File: config.mk
export PLATFORM = sky130hd
export DESIGN_NAME = fetch_flat
export DESIGN_NICKNAME = d
export VERILOG_FILES = /design/src/rtl/fetch_pkg.sv /design/src/rtl/fetch_if.sv /design/src/rtl/fetch_queue.sv /design/src/rtl/fetch.sv /design/src/flat_wrapper.sv
export SDC_FILE = /design/constraint.sdc
export NUM_CORES = 1
export LEC_CHECK = 0
export BUFFER_PORTS_ARGS = -buffer_cell sky130_fd_sc_hd__buf_2
export CAP_MARGIN = 10
export CELL_PAD_IN_SITES_DETAIL_PLACEMENT = 2
export CELL_PAD_IN_SITES_GLOBAL_PLACEMENT = 2
export CORE_MARGIN = 2
export CORE_UTILIZATION = 46
export DETAILED_ROUTE_END_ITERATION = 10
export PLACE_DENSITY_LB_ADDON = 0.1
export SYNTH_ARGS = -nofsm -noshare
export SYNTH_HDL_FRONTEND = slang
export SYNTH_HIERARCHICAL = 1
export SYNTH_SLANG_ARGS = --single-unit
File: constraint.sdc
create_clock -name clk -period 6.14 [get_ports clk]
set_input_delay 1.228 -clock clk [delete_from_list [all_inputs] [get_ports clk]]
set_output_delay 1.228 -clock clk [all_outputs]
set_load 0.1 [all_outputs]
File: src/rtl/fetch_pkg.sv
// Shared types and constants for the instruction fetch stage.
// Optional JAL prediction is enabled by defining FETCH_JAL_PREDICT_EN.
package fetch_pkg;

  localparam logic [6:0]  OPC_JAL      = 7'b1101111;
  localparam logic [31:0] RESET_PC_DEF = 32'h0001_0000;

  typedef enum logic {
    RUN  = 1'b0,
    HALT = 1'b1
  } state_t;

  typedef struct packed {
    logic [29:0] addr;
    logic [31:0] insn;
    logic        error;
    logic        taken;
  } entry_t;

  // Takes J-immediate bits [20:2] in order and returns the signed word offset.
  function automatic logic signed [29:0] jal_word_off(input logic signed [18:0] imm_w);
    return 30'(imm_w);
  endfunction

endpackage

File: src/rtl/fetch_if.sv
// Handshake bundle between fetch, the icache, the ROB redirect path and decode.
interface fetch_if;
  logic        fetch_ic_req;
  logic [31:2] fetch_ic_addr;
  logic        fetch_ic_flush;
  logic        icache_ready;
  logic        icache_valid;
  logic        icache_error;
  logic [31:0] icache_data;
  logic        rob_flush;
  logic [31:2] rob_flush_pc;
  logic        decode_ready;
  logic        fetch_de_valid;
  logic [31:2] fetch_de_addr;
  logic [31:0] fetch_de_insn;
  logic        fetch_de_error;
  logic        fetch_de_taken;

  modport master (
    output fetch_ic_req, fetch_ic_addr, fetch_ic_flush,
    input  icache_ready, icache_valid, icache_error, icache_data,
    input  rob_flush, rob_flush_pc, decode_ready,
    output fetch_de_valid, fetch_de_addr, fetch_de_insn, fetch_de_error, fetch_de_taken
  );

  modport slave (
    input  fetch_ic_req, fetch_ic_addr, fetch_ic_flush,
    output icache_ready, icache_valid, icache_error, icache_data,
    output rob_flush, rob_flush_pc, decode_ready,
    input  fetch_de_valid, fetch_de_addr, fetch_de_insn, fetch_de_error, fetch_de_taken
  );
endinterface

File: src/rtl/fetch_queue.sv
// Synchronous FIFO of fetched instruction entries with clear and occupancy count.
module fetch_queue
  import fetch_pkg::*;
#(
  parameter int DEPTH = 4
) (
  input  logic                     clk,
  input  logic                     rst,
  input  logic                     clear,
  input  logic                     push,
  input  entry_t                   push_data,
  input  logic                     pop,
  output entry_t                   head,
  output logic [$clog2(DEPTH):0]   count
);
  localparam int AW = $clog2(DEPTH);
  localparam logic [AW:0]   CNT_ONE = 1;
  localparam logic [AW-1:0] PTR_ONE = 1;
  localparam logic [AW:0]   FULL    = (AW+1)'(DEPTH);

  entry_t          mem [DEPTH];
  logic [AW-1:0]   rptr;
  logic [AW-1:0]   wptr;

  always_ff @(posedge clk) begin
    if (rst || clear) begin
      rptr  <= '0;
      wptr  <= '0;
      count <= '0;
    end else begin
      if (push) wptr <= wptr + PTR_ONE;
      if (pop)  rptr <= rptr + PTR_ONE;
      case ({push, pop})
        2'b10:   count <= count + CNT_ONE;
        2'b01:   count <= count - CNT_ONE;
        default: ;
      endcase
    end
  end

  always_ff @(posedge clk) begin
    if (push) mem[wptr] <= push_data;
  end

  assign head = mem[rptr];

  // The credit scheme upstream must make this unreachable.
  assert property (@(posedge clk) disable iff (rst || clear) !(push && !pop && count == FULL));

endmodule

File: src/rtl/fetch.sv
// Instruction fetch stage: PC, credit-limited icache requests, response queue, redirects.
// Define FETCH_JAL_PREDICT_EN to redirect on fetched JAL instructions.
module fetch
  import fetch_pkg::*;
#(
  parameter int          QDEPTH   = 4,
  parameter logic [31:0] RESET_PC = RESET_PC_DEF
) (
  input logic    clk,
  input logic    rst,
  fetch_if.master bus
);
  localparam int AW = $clog2(QDEPTH);

  state_t      state;
  logic [29:0] pc;
  logic        vld_p0, vld_p1;
  logic [29:0] addr_p0, addr_p1;
  logic [1:0]  inflight;
  logic [AW:0] count;
  entry_t      head, push_data;
  logic        head_valid, push, pop, issue, jal_hit, credit_ok;
  logic [29:0] jal_target;

`ifdef FETCH_JAL_PREDICT_EN
  assign jal_hit    = bus.icache_valid & ~bus.icache_error & (bus.icache_data[6:0] == OPC_JAL);
  assign jal_target = addr_p1 + jal_word_off({bus.icache_data[31], bus.icache_data[19:12],
                                              bus.icache_data[20], bus.icache_data[30:22]});
`else
  assign jal_hit    = 1'b0;
  assign jal_target = addr_p1;
`endif

  assign inflight  = {1'b0, vld_p0} + {1'b0, vld_p1};
  assign credit_ok = (int'(count) + int'(inflight)) < QDEPTH;
  assign issue     = ~rst & (state == RUN) & bus.icache_ready & ~bus.rob_flush & credit_ok & ~jal_hit;
  assign push      = bus.icache_valid & ~bus.rob_flush;
  assign head_valid = (count != '0);
  assign pop       = head_valid & bus.decode_ready;

  assign push_data = '{addr: addr_p1, insn: bus.icache_data, error: bus.icache_error, taken: jal_hit};

  assign bus.fetch_ic_req   = issue;
  assign bus.fetch_ic_addr  = pc;
  assign bus.fetch_ic_flush = ~rst & (bus.rob_flush | jal_hit);

  // Control: FSM, PC and in-flight valids
  always_ff @(posedge clk) begin
    if (rst) begin
      state  <= RUN;
      pc     <= RESET_PC[31:2];
      vld_p0 <= 1'b0;
      vld_p1 <= 1'b0;
    end else if (bus.rob_flush) begin
      state  <= RUN;
      pc     <= bus.rob_flush_pc;
      vld_p0 <= 1'b0;
      vld_p1 <= 1'b0;
    end else begin
      vld_p0 <= issue;
      vld_p1 <= vld_p0;
      if (jal_hit) begin
        pc     <= jal_target;
        vld_p0 <= 1'b0;
        vld_p1 <= 1'b0;
      end else if (issue) begin
        pc <= pc + 30'd1;
      end
      if (bus.icache_valid && bus.icache_error) state <= HALT;
    end
  end

  // In-flight address stages p0 -> p1, aligned with the 2-cycle response
  always_ff @(posedge clk) begin
    addr_p0 <= pc;
    addr_p1 <= addr_p0;
  end

  fetch_queue #(.DEPTH(QDEPTH)) u_queue (
    .clk       (clk),
    .rst       (rst),
    .clear     (bus.rob_flush),
    .push      (push),
    .push_data (push_data),
    .pop       (pop),
    .head      (head),
    .count     (count)
  );

  assign bus.fetch_de_valid = head_valid;
  assign bus.fetch_de_addr  = head_valid ? head.addr  : '0;
  assign bus.fetch_de_insn  = head_valid ? head.insn  : '0;
  assign bus.fetch_de_error = head_valid & head.error;
  assign bus.fetch_de_taken = head_valid & head.taken;

endmodule

File: src/flat_wrapper.sv
// flat-port wrapper written by rule: the top's interface ports become plain ports
module fetch_flat import fetch_pkg::*;
#(
  parameter int          QDEPTH   = 4,
  parameter logic [31:0] RESET_PC = RESET_PC_DEF
)
  (clk, rst, bus_fetch_ic_req, bus_fetch_ic_addr, bus_fetch_ic_flush, bus_icache_ready, bus_icache_valid, bus_icache_error, bus_icache_data, bus_rob_flush, bus_rob_flush_pc, bus_decode_ready, bus_fetch_de_valid, bus_fetch_de_addr, bus_fetch_de_insn, bus_fetch_de_error, bus_fetch_de_taken);
  fetch_if bus_i ();
  input logic clk;
  input logic rst;
  output wire logic [$bits(bus_i.fetch_ic_req)-1:0] bus_fetch_ic_req;
  output wire logic [$bits(bus_i.fetch_ic_addr)-1:0] bus_fetch_ic_addr;
  output wire logic [$bits(bus_i.fetch_ic_flush)-1:0] bus_fetch_ic_flush;
  input wire logic [$bits(bus_i.icache_ready)-1:0] bus_icache_ready;
  input wire logic [$bits(bus_i.icache_valid)-1:0] bus_icache_valid;
  input wire logic [$bits(bus_i.icache_error)-1:0] bus_icache_error;
  input wire logic [$bits(bus_i.icache_data)-1:0] bus_icache_data;
  input wire logic [$bits(bus_i.rob_flush)-1:0] bus_rob_flush;
  input wire logic [$bits(bus_i.rob_flush_pc)-1:0] bus_rob_flush_pc;
  input wire logic [$bits(bus_i.decode_ready)-1:0] bus_decode_ready;
  output wire logic [$bits(bus_i.fetch_de_valid)-1:0] bus_fetch_de_valid;
  output wire logic [$bits(bus_i.fetch_de_addr)-1:0] bus_fetch_de_addr;
  output wire logic [$bits(bus_i.fetch_de_insn)-1:0] bus_fetch_de_insn;
  output wire logic [$bits(bus_i.fetch_de_error)-1:0] bus_fetch_de_error;
  output wire logic [$bits(bus_i.fetch_de_taken)-1:0] bus_fetch_de_taken;
  assign bus_fetch_ic_req = bus_i.fetch_ic_req;
  assign bus_fetch_ic_addr = bus_i.fetch_ic_addr;
  assign bus_fetch_ic_flush = bus_i.fetch_ic_flush;
  assign bus_i.icache_ready = bus_icache_ready;
  assign bus_i.icache_valid = bus_icache_valid;
  assign bus_i.icache_error = bus_icache_error;
  assign bus_i.icache_data = bus_icache_data;
  assign bus_i.rob_flush = bus_rob_flush;
  assign bus_i.rob_flush_pc = bus_rob_flush_pc;
  assign bus_i.decode_ready = bus_decode_ready;
  assign bus_fetch_de_valid = bus_i.fetch_de_valid;
  assign bus_fetch_de_addr = bus_i.fetch_de_addr;
  assign bus_fetch_de_insn = bus_i.fetch_de_insn;
  assign bus_fetch_de_error = bus_i.fetch_de_error;
  assign bus_fetch_de_taken = bus_i.fetch_de_taken;
  fetch #(.QDEPTH(QDEPTH), .RESET_PC(RESET_PC)) u_core (.clk(clk), .rst(rst), .bus(bus_i));
endmodule
==> flow_summary.toml, run 1 <==
[cells_and_area]
layout-drive-gt1-share = 0.323
syn_to_final_growth_pct = 17.8
postLayoutCellArea_mm2 = 0.0157
fin_nets = 1004
fill_cells = 2507

[placed_design]
io_buffers = 165
pre_cts_slack_ps = 1750
placed_area_mm2 = 0.0144
dpl.hpwl_um = 20400
gp_congestion = 0.766

[clocking]
cts_setup_buffers = 0
clk_latency_ps = 530
clkSinkCount = 358
path_clk_slew_ps = 60
ctsLongestPathBuffers = 3
cts_root_buffer = "clkbuf_16"
cts_hold_buf = 0
cts_tree = "done"
htreeDepth = 2
cts_resized = 0
numCtsBuffers = 39

[logic_synthesis]
async_flop_share = 0
synth_area_mm2 = 0.0134
netlist_instances = 748
seq_area_frac_synth = 0.729
synth_edf_count = 256
synth_ff_type = "edfxtp_1"
syn_avg_cell_area_um2 = 17.9
ys_types = 69
synth_warnings = 6
synth.ff_latch_count = 358

[worst_setup_path]
critPathMaxStageDelay_ps = 540
start_kind = "input port"
cp.arrival_ps = 3110
crit_slowest_cell = "inv_1"
reg2reg_depth = 9
cp_max_fo = 27
required_ps = 4910
worstPathCellList = "buf_2 -> inv_1 -> nor2_1 -> buf_2"
crit_path_frequent_cell = "buf_2"
crit_path_end_kind = "primary output"
crit_type = "input port to primary output"

[sta]
worst_slew_pin_slew_ps = 1060
finalCriticalPeriod_ps = 4340
final-setup-viol-count = 0
worst_slew_margin_rel = 0.296
worst_slack_ps = 1800
tns_ps = 0
finalCritPeriodShare = 0.706
fmax_mhz = 231
slew_viol_final = 0
fin_skew_ps = 25.9
grt_setup_unrepaired = "no"
hold_violations = 0

[route]
finalWirelength_um = 34800
ant_nets = 0
drc = 0
routedWlPerCell_um = 26.0
dr.pass1.iters = 4
routed-via-count = 7299
viasPerCell = 5.44
drtIter0Drc = 539

[grt]
antenna_found_initial = 1
grt_pass1_vias = 8297
grt_max_degree = 67
grtUsageMet3 = 0.0372
grt_busiest_layer = "met2"
grt_util_met1 = 0.307
grt_pass1_wl_um = 53200
grt_use_met2 = 0.405
grt_usage = 0.234
grt_overflow_total = 0

[die]
die_x_um = 174
die_area_mm2 = 0.0304
die_y_um = 174
ios = 166
start_util = 0.467
rows = 62
core_area_mm2 = 0.0286

[run_status]
status = "finished, final reports clean"

[pwr]
power_per_cell_area_mw_per_mm2 = 350
cellLeakagePower_nw = 5.67
power_mw = 5.51
vdd_drop_max_mv = 0.166

[flow_run]
drv_cap = 0

[worst_hold_path]
hold_class = "flip-flop to flip-flop"
holdPathStages = 0
-- synthesized netlist by cell type (all sizes together), types with 2 or more instances --
cell,number,area (um^2)
a211oi,7,57.6
a21o,3,22.5
a21oi,19,103
a2bb2oi,3,26.3
a31oi,3,18.8
and2,73,457
and3,5,32.5
and4,4,40.0
buf,19,198
clkbuf,11,42.5
dfxtp,102,2040
edfxtp,256,7690
ha,7,87.6
inv,15,56.3
mux2,4,45.0
mux2i,4,40.0
mux4,64,1460
nand2,19,71.3
nand3,15,75.1
nand4,16,121
nor2,32,128
nor3,9,56.3
nor4,5,43.8
o211ai,2,28.8
o21ai,8,43.8
o22ai,2,12.5
o311ai,3,26.3
or2,3,18.8
or3,3,18.8
xnor2,9,78.8
xor2,6,52.6
-- layer usage --
metal,wire length (um),share of wire
met5,0,0
met4,783,0.022
met3,1550,0.044
met2,17800,0.51
met1,14700,0.42
-- state kept, by name (all words and copies together) (netlist names), named ones only --
name                      cells
u_core/addr_p0               30
u_core/u_queue/wptr           2
u_core/bus.fetch_ic_addr     30
u_core/vld_p1                 1
u_core/u_queue/rptr           2
u_core/state                  1
u_core/u_queue/mem          256
u_core/u_queue/count          3
u_core/vld_p0                 1
u_core/addr_p1               30
-- logic make-up (layout without fill, tap and decap cells) --
logic type / after synthesis / in the layout / synth area share
AOI/OAI and AO/OA: 56 / 56 / 0.0292
adders and majority gates: 8 / 8 / 0.00806
other: 1 / 5 / 0.000281
DFF: 358 / 358 / 0.729
and+or+nand+nor: 191 / 191 / 0.0848
buffers and inverters: 47 / 252 / 0.0238
muxes: 72 / 72 / 0.115
xor gates and xnor gates: 15 / 15 / 0.00984
-- critical path, delay by kind of cell --
family,cells,cell delay [ps]
buf+inv,3,1470
simple gates,1,400
-- final timing paths --
kind,end,start,slack (ps)
max,bus_fetch_ic_flush,bus_rob_flush,1800
max reg2reg,u_core/u_queue/count[2],u_core/u_queue/count[2],3360
min,u_core/addr_p1[9],u_core/addr_p0[9],330
min reg2reg,u_core/addr_p1[9],u_core/addr_p0[9],330
-- metrics by stage --
step / cells / hold WS (ps) / utilization
after global placement: 1270 / 312 / 0.505
after floorplan: 751 / 310 / -
after detailed placement: 1270 / 314 / 0.505
final: 1341 / 326 / 0.550
after CTS: 1340 / 328 / 0.550
after global routing: 1341 / 333 / 0.550
-- power breakdown --
part	switching, mW	total, mW	leakage (nW)	internal [mW]
Clock	0.952	2.39	0.630	1.44
Sequential	0.0580	2.71	3.20	2.65
Combinational	0.318	0.407	1.84	0.0895
Total	1.33	5.51	5.67	4.18
-- placed cells by master (no fill, tap or decap), types with 6 or more instances in the layout --
cell       instances
edfxtp_1         256
buf_2            165
dfxtp_1          100
and2_1            69
mux4_2            60
clkbuf_16         41
nor2_1            31
nand2_1           19
a21oi_1           17
nand3_1           15
inv_1             14
nand4_1           14
clkbuf_1          11
xnor2_1            9
nor3_1             8
ha_1               7
xor2_1             6
a211oi_1           6
o21ai_0            6
-- final cells by class --
class,instances,area (um^2),share of cell area
Inverter,15,56.3,0.00358
Clock inverter,14,168,0.0107
Multi-Input combinational cell,346,3330,0.212
Sequential cell,358,9740,0.619
Timing Repair Buffer,167,841,0.0534
Tap cell,384,480,0.0305
Antenna cell,1,2.50,0.000159
Clock buffer,56,1120,0.0713
(Power assumes the default switching activity.)
==> run 2: changes to the inputs <==
--- a/config.mk
+++ b/config.mk
@@ -5,12 +5,13 @@
 export SDC_FILE = /design/constraint.sdc
 export NUM_CORES = 1
 export LEC_CHECK = 0
+export ABC_AREA = 1
 export BUFFER_PORTS_ARGS = -buffer_cell sky130_fd_sc_hd__buf_2
 export CAP_MARGIN = 10
 export CELL_PAD_IN_SITES_DETAIL_PLACEMENT = 2
 export CELL_PAD_IN_SITES_GLOBAL_PLACEMENT = 2
 export CORE_MARGIN = 2
-export CORE_UTILIZATION = 46
+export CORE_UTILIZATION = 34
 export DETAILED_ROUTE_END_ITERATION = 10
 export PLACE_DENSITY_LB_ADDON = 0.1
 export SYNTH_ARGS = -nofsm -noshare
==> constraint.sdc (replaced) <==
create_clock -name clk -period 3.74 [get_ports clk]
set_input_delay 0.748 -clock clk [delete_from_list [all_inputs] [get_ports clk]]
set_output_delay 0.748 -clock clk [all_outputs]
set_load 0.1 [all_outputs]
==> flow_summary.toml, run 2 <==
[run_status]
status = "finished, final reports clean"

[logic_synthesis]
muxShareOfSynthArea = 0.000710
synthAdderAreaFrac = 0.00764
synth_warnings = 6
seq_area_frac_synth = 0.691
synthTopCellsByCount = "edfxtp_1 (256), nor2_1 (230), nand2_1 (144)"
synth_edf_count = 256
ys_types = 35
synth_area_mm2 = 0.0141
async_flop_share = 0
yosysTopAreaCell = "edfxtp_1"
synthXorXnorAreaFrac = 0.00311
synth_top_area_share = 0.546
synth_ff_type = "edfxtp_1"
synth_top_family_by_area = "simple AND/OR/NAND/NOR gates"
syn_avg_cell_area_um2 = 11.0
yosysMostFrequentCell = "edfxtp_1"
synth.ff_latch_count = 358
synth_compound_area_frac = 0.0938
synth_area_leaders = "edfxtp_1 (55%), dfxtp_1 (14%), nor2_1 (6.1%), nand2_1 (3.8%), inv_1 (3.8%)"
synth-simple-area-share = 0.139
netlist_instances = 1285

[clocking]
cts_hold_buf = 0
clkSinkCount = 358
path_clk_slew_ps = 60
numCtsBuffers = 41
cts_tree = "done"
cts_root_buffer = "clkbuf_16"
cts_setup_buffers = 0
ctsLongestPathBuffers = 3
clk_latency_ps = 530
htreeDepth = 2
cts_resized = 0

[placed_design]
placed_area_mm2 = 0.0155
gp_congestion = 0.729
dpl.hpwl_um = 25000
io_buffers = 165

[grt]
grt_max_degree = 93
grt_usage = 0.182
antenna_found_initial = 1
grt_util_met1 = 0.232
grt_pass1_vias = 10792
grt_use_met2 = 0.325
grtUsageMet3 = 0.0271
grt_busiest_layer = "met2"
grt_pass1_wl_um = 61600
grt_overflow_total = 0

[sta]
fin_skew_ps = 14.7
tns_ps = 0
worst_slew_margin_rel = 0.516
finalCriticalPeriod_ps = 3500
worst_slew_pin_slew_ps = 726
grt_setup_unrepaired = "no"
fmax_mhz = 286
final-setup-viol-count = 0
hold_violations = 0
slew_viol_final = 0
finalCritPeriodShare = 0.935

[pwr]
cellLeakagePower_nw = 6.76
vdd_drop_max_mv = 0.264
power_per_cell_area_mw_per_mm2 = 552

[die]
die_area_mm2 = 0.0431
rows = 74
die_x_um = 208
die_y_um = 208
core_area_mm2 = 0.0408
start_util = 0.345
ios = 166

[worst_setup_path]
crit_path_end_kind = "primary output"
crit_slowest_cell = "dfxtp_4"
crit_type = "flip-flop to primary output"
critPathBufInv = 3
start_kind = "flip-flop"
required_ps = 2990
cp.arrival_ps = 2750
path_delay_family = "buffers and inverters"
worstPathCellList = "buf_12 -> o21ai_0 -> o22ai_1 -> inv_1 -> nor2_1 -> buf_2"
cp_max_fo = 92
critPathMaxStageDelay_ps = 630

[cells_and_area]
largest_reg_flops = 256
final_common_cell = "edfxtp_1"
fill_cells = 4309
final_cell_mix = "edfxtp_1 (256), nor2_1 (230), buf_2 (164)"
fin_nets = 1534
largest-register = "u_core/u_queue/mem"
postLayoutCellArea_mm2 = 0.0168
syn_to_final_growth_pct = 19.6
layout-drive-gt1-share = 0.190

[route]
viasPerCell = 4.83
routed-via-count = 9766
drc = 0
routedWlPerCell_um = 19.3
dr.pass1.iters = 4
finalWirelength_um = 39000
drtIter0Drc = 364
ant_nets = 0

[worst_hold_path]
hold_class = "flip-flop to flip-flop"

[flow_run]
drv_cap = 0
==> run 2: changes by cell type in the layout (fill, tap and decap cells not counted), sizes merged, moves of 9 or more <==
cell | previous run | this run
inv | 15 | 148
nor2 | 32 | 246
a21oi | 19 | 28
and2 | 73 | 2
mux4 | 64 | 0
nand3 | 15 | 55
nand2 | 19 | 153
buf | 167 | 185
clkinv | 9 | 19
o21ai | 8 | 150
o22ai | 2 | 64
nand4 | 16 | 4
==> run 2: power by group <==
part / internal (mW) / switching [mW] / leakage (nW)
logic: 0.168 / 0.774 / 2.91
registers: 4.37 / 0.0920 / 3.20
clock network: 2.30 / 1.59 / 0.649
==> run 2: final timing paths <==
check | startpoint | endpoint | slack [ps] | depth (start not counted)
worst max-delay path | flip-flop | bus_fetch_de_addr[5] | 240 | 6
worst min-delay path | u_core/addr_p0[18] | u_core/addr_p1[18] | 320 | 0
worst max register to register | u_core/u_queue/count[0] | u_core/bus.fetch_ic_addr[22] | 1710 | 9
worst min register to register | u_core/addr_p0[18] | u_core/addr_p1[18] | 320 | 0
==> run 2: logic make-up after synthesis <==
group / Yosys count
DFF: 358
buffers and inverters: 205
AOI/OAI and AO/OA: 246
xor gates and xnor gates: 5
adders and majority gates: 8
other: 1
and+or+nand+nor: 461
muxes: 1
==> run 2: cell type report <==
class / count / area, um^2 / area share
Antenna cell: 1 / 2.50 / 0.000149
Clock buffer: 51 / 1140 / 0.0674
Clock inverter: 25 / 188 / 0.0111
Inverter: 146 / 551 / 0.0327
Multi-Input combinational cell: 725 / 3450 / 0.205
Sequential cell: 358 / 9730 / 0.578
Tap cell: 532 / 666 / 0.0395
Timing Repair Buffer: 185 / 1120 / 0.0662
==> run 2: routing by layer <==
layer | up-vias | wire length [um]
met5 | - | 0
met1 | 4860 | 17200
met3 | 46 | 1280
li1 | 4702 | -
met4 | 0 | 595
met2 | 158 | 19900
==> run 2: worst reg2reg max path, stage by stage, from the launching register on <==
cell and delay (ps):
dfxtp_1 370, ha_1 250, nand2_1 60, nand2_1 50, nand2_1 120, inv_1 90, nor2_2 250, buf_4 390
nand3_1 200, a21oi_1 180
==> run 2: per-stage QoR <==
| stage | setup WS, ps | utilization | hold slack (ps) | cells | total power, mW |
|---|---|---|---|---|---|
| after floorplan | 633 | - | 310 | 1288 | 5.24 |
| after global placement | 840 | 0.380 | 310 | 1946 | 5.48 |
| after detailed placement | 743 | 0.380 | 314 | 1946 | 5.50 |
| after CTS | 96.1 | 0.413 | 323 | 2022 | 9.43 |
| after global routing | 47.0 | 0.413 | 322 | 2023 | 9.64 |
| final | 245 | 0.413 | 318 | 2023 | 9.29 |
